[src/rtl/pipe_pkg.sv]
// Shared types and constants for the RV32I pipeline control slice.
// Holds the hazard-sequencer state encoding and the register-compare helper.
package pipe_pkg;

    localparam int REG_ADDR_W = 5;
    localparam logic [31:0] NOP_INSTR = 32'h0000_0013;
    localparam logic [REG_ADDR_W-1:0] REG_ZERO = 5'd0;

    typedef enum logic [1:0] {
        RUN      = 2'd0,
        MEM_WAIT = 2'd1,
        ERR      = 2'd2
    } pipe_state_e;

    // A source operand collides with rd only when it is actually read.
    function automatic logic src_match(input logic uses,
                                       input logic [REG_ADDR_W-1:0] rs,
                                       input logic [REG_ADDR_W-1:0] rd);
        return uses & (rs == rd);
    endfunction

endpackage

[src/rtl/pipe_hazard_ctrl_sat_counter.sv]
// Saturating up-counter used for the pipeline stall/flush event counters.
// Sticks at all-ones instead of wrapping; clear has priority over increment.
module sat_counter #(
    parameter int W = 16
) (
    input  logic         clk_i,
    input  logic         clear_i,
    input  logic         inc_i,
    output logic [W-1:0] cnt_o
);

    logic [W-1:0] cnt_r;

    // Count register: clear, saturating increment, or hold.
    always_ff @(posedge clk_i) begin
        if (clear_i) begin
            cnt_r <= '0;
        end else if (inc_i && (cnt_r != {W{1'b1}})) begin
            cnt_r <= cnt_r + {{(W-1){1'b0}}, 1'b1};
        end else begin
            cnt_r <= cnt_r;
        end
    end

    assign cnt_o = cnt_r;

endmodule

[src/rtl/pipe_hazard_ctrl.sv]
// Stall/flush sequencer for the RV32I pipeline: load-use bubbles, taken-branch
// flushes and data-memory wait states, with event counters and a timeout error.
module pipe_hazard_ctrl
    import pipe_pkg::*;
#(
    parameter int CNT_W       = 16,
    parameter int MEM_TIMEOUT = 64
) (
    input  logic                  clk_i,
    input  logic                  rst_i,
    input  logic [REG_ADDR_W-1:0] id_rs1_addr_i,
    input  logic [REG_ADDR_W-1:0] id_rs2_addr_i,
    input  logic                  id_uses_rs1_i,
    input  logic                  id_uses_rs2_i,
    input  logic [REG_ADDR_W-1:0] ex_rd_addr_i,
    input  logic                  ex_is_load_i,
    input  logic                  ex_pc_sel_i,
    input  logic                  mem_req_i,
    input  logic                  mem_ack_i,
    output logic                  pc_en_o,
    output logic                  ifid_en_o,
    output logic                  ifid_flush_o,
    output logic                  idex_en_o,
    output logic                  idex_flush_o,
    output logic                  exmem_en_o,
    output logic                  err_o,
    output logic [CNT_W-1:0]      stall_cnt_o,
    output logic [CNT_W-1:0]      flush_cnt_o
);

    localparam logic [7:0] TIMEOUT_C = 8'(MEM_TIMEOUT);

    pipe_state_e state_r, state_s;
    logic [7:0]  wait_cnt_r, wait_cnt_s;
    logic        load_use_s, mem_block_s, blocked_s;
    logic        pc_en_s, ifid_en_s, ifid_flush_s, idex_en_s, idex_flush_s, exmem_en_s, err_s;
    logic        stall_inc_s;

    // x0 never creates a hazard since it is hard-wired to zero.
    assign load_use_s  = ex_is_load_i & (ex_rd_addr_i != REG_ZERO) &
                         (src_match(id_uses_rs1_i, id_rs1_addr_i, ex_rd_addr_i) |
                          src_match(id_uses_rs2_i, id_rs2_addr_i, ex_rd_addr_i));
    assign mem_block_s = mem_req_i & ~mem_ack_i;
    assign blocked_s   = (state_r == MEM_WAIT) ? ~mem_ack_i : mem_block_s;

    // State and wait-counter registers.
    always_ff @(posedge clk_i) begin
        if (rst_i) begin
            state_r    <= RUN;
            wait_cnt_r <= 8'd0;
        end else begin
            state_r    <= state_s;
            wait_cnt_r <= wait_cnt_s;
        end
    end

    // Next-state and wait-counter logic.
    always_comb begin
        state_s    = state_r;
        wait_cnt_s = wait_cnt_r;
        case (state_r)
            RUN: begin
                if (mem_block_s) begin
                    state_s    = MEM_WAIT;
                    wait_cnt_s = 8'd1;
                end else begin
                    state_s    = RUN;
                    wait_cnt_s = 8'd0;
                end
            end
            MEM_WAIT: begin
                if (mem_ack_i) begin
                    state_s    = RUN;
                    wait_cnt_s = 8'd0;
                end else if (wait_cnt_r == TIMEOUT_C) begin
                    state_s    = ERR;
                    wait_cnt_s = wait_cnt_r;
                end else begin
                    state_s    = MEM_WAIT;
                    wait_cnt_s = wait_cnt_r + 8'd1;
                end
            end
            ERR: begin
                state_s    = ERR;
                wait_cnt_s = wait_cnt_r;
            end
            default: begin
                state_s    = RUN;
                wait_cnt_s = 8'd0;
            end
        endcase
    end

    // Mealy outputs; a release cycle from MEM_WAIT resolves branch/load-use like RUN.
    always_comb begin
        pc_en_s      = 1'b1;
        ifid_en_s    = 1'b1;
        ifid_flush_s = 1'b0;
        idex_en_s    = 1'b1;
        idex_flush_s = 1'b0;
        exmem_en_s   = 1'b1;
        err_s        = 1'b0;
        if (rst_i) begin
            err_s = 1'b0;
        end else if (state_r == ERR) begin
            pc_en_s    = 1'b0;
            ifid_en_s  = 1'b0;
            idex_en_s  = 1'b0;
            exmem_en_s = 1'b0;
            err_s      = 1'b1;
        end else if (blocked_s) begin
            pc_en_s    = 1'b0;
            ifid_en_s  = 1'b0;
            idex_en_s  = 1'b0;
            exmem_en_s = 1'b0;
        end else if (ex_pc_sel_i) begin
            ifid_flush_s = 1'b1;
            idex_flush_s = 1'b1;
        end else if (load_use_s) begin
            pc_en_s      = 1'b0;
            ifid_en_s    = 1'b0;
            idex_flush_s = 1'b1;
        end else begin
            err_s = 1'b0;
        end
    end

    assign pc_en_o      = pc_en_s;
    assign ifid_en_o    = ifid_en_s;
    assign ifid_flush_o = ifid_flush_s;
    assign idex_en_o    = idex_en_s;
    assign idex_flush_o = idex_flush_s;
    assign exmem_en_o   = exmem_en_s;
    assign err_o        = err_s;

    assign stall_inc_s = ~pc_en_s & (state_r != ERR);

    sat_counter #(.W(CNT_W)) u_stall_cnt (
        .clk_i   (clk_i),
        .clear_i (rst_i),
        .inc_i   (stall_inc_s),
        .cnt_o   (stall_cnt_o)
    );

    sat_counter #(.W(CNT_W)) u_flush_cnt (
        .clk_i   (clk_i),
        .clear_i (rst_i),
        .inc_i   (ifid_flush_s),
        .cnt_o   (flush_cnt_o)
    );

endmodule

[config.mk]
export PLATFORM = sky130hd
export DESIGN_NAME = pipe_hazard_ctrl
export DESIGN_NICKNAME = d
export VERILOG_FILES = /design/src/rtl/pipe_pkg.sv /design/src/rtl/pipe_hazard_ctrl_sat_counter.sv /design/src/rtl/pipe_hazard_ctrl.sv
export SDC_FILE = /design/constraint.sdc
export NUM_CORES = 1
export LEC_CHECK = 0
export ABC_AREA = 1
export CORE_MARGIN = 2
export CORE_UTILIZATION = 34
export DETAILED_ROUTE_END_ITERATION = 6
export GPL_TIMING_DRIVEN = 1
export PLACE_DENSITY = 0.56
export SLEW_MARGIN = 0
export SYNTH_ARGS = -nofsm -noshare
export SYNTH_HDL_FRONTEND = slang
export SYNTH_SLANG_ARGS = --single-unit
[constraint.sdc]
create_clock -name clk_i -period 2.15 [get_ports clk_i]
set_input_delay 0.3225 -clock clk_i [delete_from_list [all_inputs] [get_ports clk_i]]
set_output_delay 0.3225 -clock clk_i [all_outputs]
set_load 0.03 [all_outputs]
==> results.yml, run 1 <==
outcome:
  status: "finished clean"
logic_synthesis:
  yosys_register_bits: 42
  synth_cell_types: 32
  synth_area_mm2: 0.002665
  syn_inst: 403
  synth_fa_ha_area_frac: 0.01878
  synth_top_family_by_area: "simple AND/OR/NAND/NOR gates"
  avgSynthCellArea_um2: 6.613
  muxShareOfSynthArea: 0
  syn-num-nets: 430
  synthXorXnorAreaFrac: 0.07230
  yosys.area_share.simple: 0.3662
  synth-compound-area-share: 0.1235
  yosys_warnings: 0
  ys_seq_area_frac: 0.3155
power:
  p_leak_nw: 1.337
  power_density_mw_per_mm2: 455.3
  ir_worst_vdd_uv: 238.0
cts:
  clock_latency_ns: 0.30
  h-tree-depth: 2
  clk_path_buf_depth: 2
  path_clk_slew_ns: 0.08
  cts_root_buffer: "clkbuf_8"
  cts.sinks: 42
  cts_tree: "yes"
  numCtsBuffers: 5
grt:
  grt_max_degree: 31
  grt_pass1_wl_um: 11740
  grt-ovfl-total: 0
  antenna_found_initial: 0
  grt_pass1_vias: 2559
  grtUsageTotal: 0.1670
finish:
  regArea_um2: 840.8
  layout-drive-gt1-share: 0.1338
  area_growth_pct: 32.11
  final_util: 0.4604
  stdcell_count: 573
  multi_input_area_mm2: 0.001558
  fillers: 769
  layout_commonest_cell: "nand2_1"
  antenna_cells: 0
  final_cell_mix: "nand2_1, clkdlybuf4s50_1, inv_1"
  fin_nets: 497
  design_area_mm2: 0.003521
detailed_routing:
  antenna_left: 0
  vias_per_cell: 4.757
  drcViolationCount: 0
  first_iter_violations: 108
  wl_per_cell_um: 12.16
  vias: 2726
  wl_um: 6968
  dr.pass1.iters: 4
critical_path:
  reg2reg_from: "u_flush_cnt.cnt_o[0]"
  arrival_ns: 1.68
  crit_path_end: "ifid_en_o"
  path_class: "in -> out"
  startpoint: "ex_rd_addr_i[0]"
  start_kind: "input pin"
  r2r_setup_slack_ns: 0.29
  rr_worst_depth: 8
  cp.depth: 11
  cp-end-kind: "primary output"
  crit_fanout: 4
  slowest_stage: "clkdlybuf4s50_1"
  r2r_end: "u_flush_cnt.cnt_o[12]"
  critPathTopFamily: "buffers and inverters"
  path_cells: "clkdlybuf4s50_1 > inv_1 > nand2_1 > nand2_1 > nor2_1 > nand3_1 > nand2_2 > nand3_2 > nand2_4 > inv_1 > buf_4"
  path_buf_inv: 4
  critical_path_required_ns: 1.83
  critPathMaxStageDelay_ns: 0.49
floorplan:
  core_mm2: 0.007647
  die_w_um: 92.54
  die_h_um: 92.54
  initial_core_util: 0.3485
  ios: 62
  dieArea_mm2: 0.008563
  row_count: 32
timing:
  fin_skew_ns: 0.004741
  hold_viol: 0
  finalCritPeriodShare: 0.9324
  rsz0062_at_grt: "false"
  slew_headroom: 0.7358
  period_minus_slack_ns: 2.005
  holdWs_ns: 0.4917
  max_slew.worst_pin.slew_ns: 0.3963
  fmax_mhz: 498.8
  setup_viol: 0
  drv_slew: 0
  fin_setup_tns_ns: 0
worst_hold_path:
  hold_class: "reg -> reg"
  min_path_cells: 2
run:
  cap_violations: 0
place:
  place_congestion: 0.8523
  dpl-instance-area_mm2: 0.003390
  portBuffers: 61
  place_inst: 564
  place_hpwl_um: 5230
flip-flops by register name (all words and copies together) (netlist names):
name               count
u_stall_cnt.cnt_o     16
u_flush_cnt.cnt_o     16
state_r                2
wait_cnt_r             8
report_power, final:
part / internal (W) / switching (W)
registers: 0.000784 / 0.00000741
logic: 0.0000886 / 0.000117
clock network: 0.000325 / 0.000282
total: 0.00120 / 0.000406
worst min-delay path by stage:
stage	from	to	slack, ns
finish	wait_cnt_r[7]	wait_cnt_r[7]	0.49
global route	wait_cnt_r[7]	wait_cnt_r[7]	0.54
detailed placement	wait_cnt_r[7]	wait_cnt_r[7]	0.48
floorplan	wait_cnt_r[7]	wait_cnt_r[7]	0.47
CTS	wait_cnt_r[7]	wait_cnt_r[7]	0.50
global placement	wait_cnt_r[7]	wait_cnt_r[7]	0.48
worst min-delay path, stage by stage (launching register included):
cell and delay [ns]:
dfxtp_1 0.33, nand2_1 0.06, a21oi_1 0.05
kinds of logic (layout without fill, tap and decap cells):
family | count (synthesis) | in the layout
and+or+nand+nor | 214 | 214
buffers and inverters | 67 | 135
AOI/OAI and AO/OA | 54 | 54
DFF | 42 | 42
xor gates and xnor gates | 22 | 22
adders and majority gates | 4 | 4
stage by stage:
step	setup WS (ns)	total power, W
final	0.1454	0.001603
after global routing	0.02228	0.001677
after CTS	0.06042	0.001618
after detailed placement	0.07530	0.001013
after global placement	0.08292	0.001013
after floorplan	0.04323	0.0009225
cells in the mapped netlist:
library cell  instances  area, um2
nor2_4                2      22.52
dfxtp_1              42      840.8
a21boi_2              1      11.26
o21ai_0               7      35.03
buf_2                 2      10.01
nor3b_1               4      30.03
nand2_1              96      360.4
ha_1                  4      50.05
nand2_2               3      18.77
buf_8                 1      15.01
nor2_1               39      146.4
buf_4                 3      22.52
a21oi_1              24      120.1
nand3_1              34      170.2
a31oi_1               2      12.51
or2_2                 1      6.260
xnor2_1               7      61.31
xor2_1               15      131.4
and3_1                1      6.260
nor3_1               13      65.06
o21bai_1              2      15.01
a21oi_2              10      87.58
nand3b_1              1      7.510
nor2_2                4      25.02
nand2_4               2      22.52
clkbuf_1              5      18.77
o21ai_1               6      30.03
o21ai_2               2      17.52
inv_1                47      176.4
inv_2                 9      33.78
nor3_2                2      20.02
nand4_1              12      75.07
metal layers:
metal | routed length (um) | vias up | share of wire | GRT usage
met4 | 95 | 0 | 0.014 | 0.05348
met3 | 370 | 10 | 0.053 | 0.03255
li1 | - | 1429 | - | -
met1 | 3328 | 1220 | 0.48 | 0.2184
met2 | 3174 | 67 | 0.46 | 0.2762
met5 | 0 | - | 0 | 0
final cells by class:
| type | count | share of cell area |
|---|---|---|
| multi-input combinational | 294 | 0.4424 |
| tap | 102 | 0.03625 |
| inverter | 56 | 0.05970 |
| sequential | 42 | 0.2388 |
| clock buffer | 8 | 0.03127 |
| timing repair buffer | 71 | 0.1915 |
what timing repair did:
| action | in CTS | in global routing |
|---|---|---|
| endpoints found under the hold margin | 0 | 0 |
| setup buffers | 0 | 1 |
| hold buffers | 0 | 0 |
| endpoints found under the setup margin | 1 | 3 |
| pin swaps | 0 | 1 |
| resized for setup | 1 | 5 |
No activity file was read; power rests on OpenSTA's default activity.
==> run 2: changes to the inputs <==
GPL_TIMING_DRIVEN = not set   (was 1)
SLEW_MARGIN = 10   (was 0)
==> results of run 2 <==
No change in the layout: final DEF, timing and power equal those of run 1.
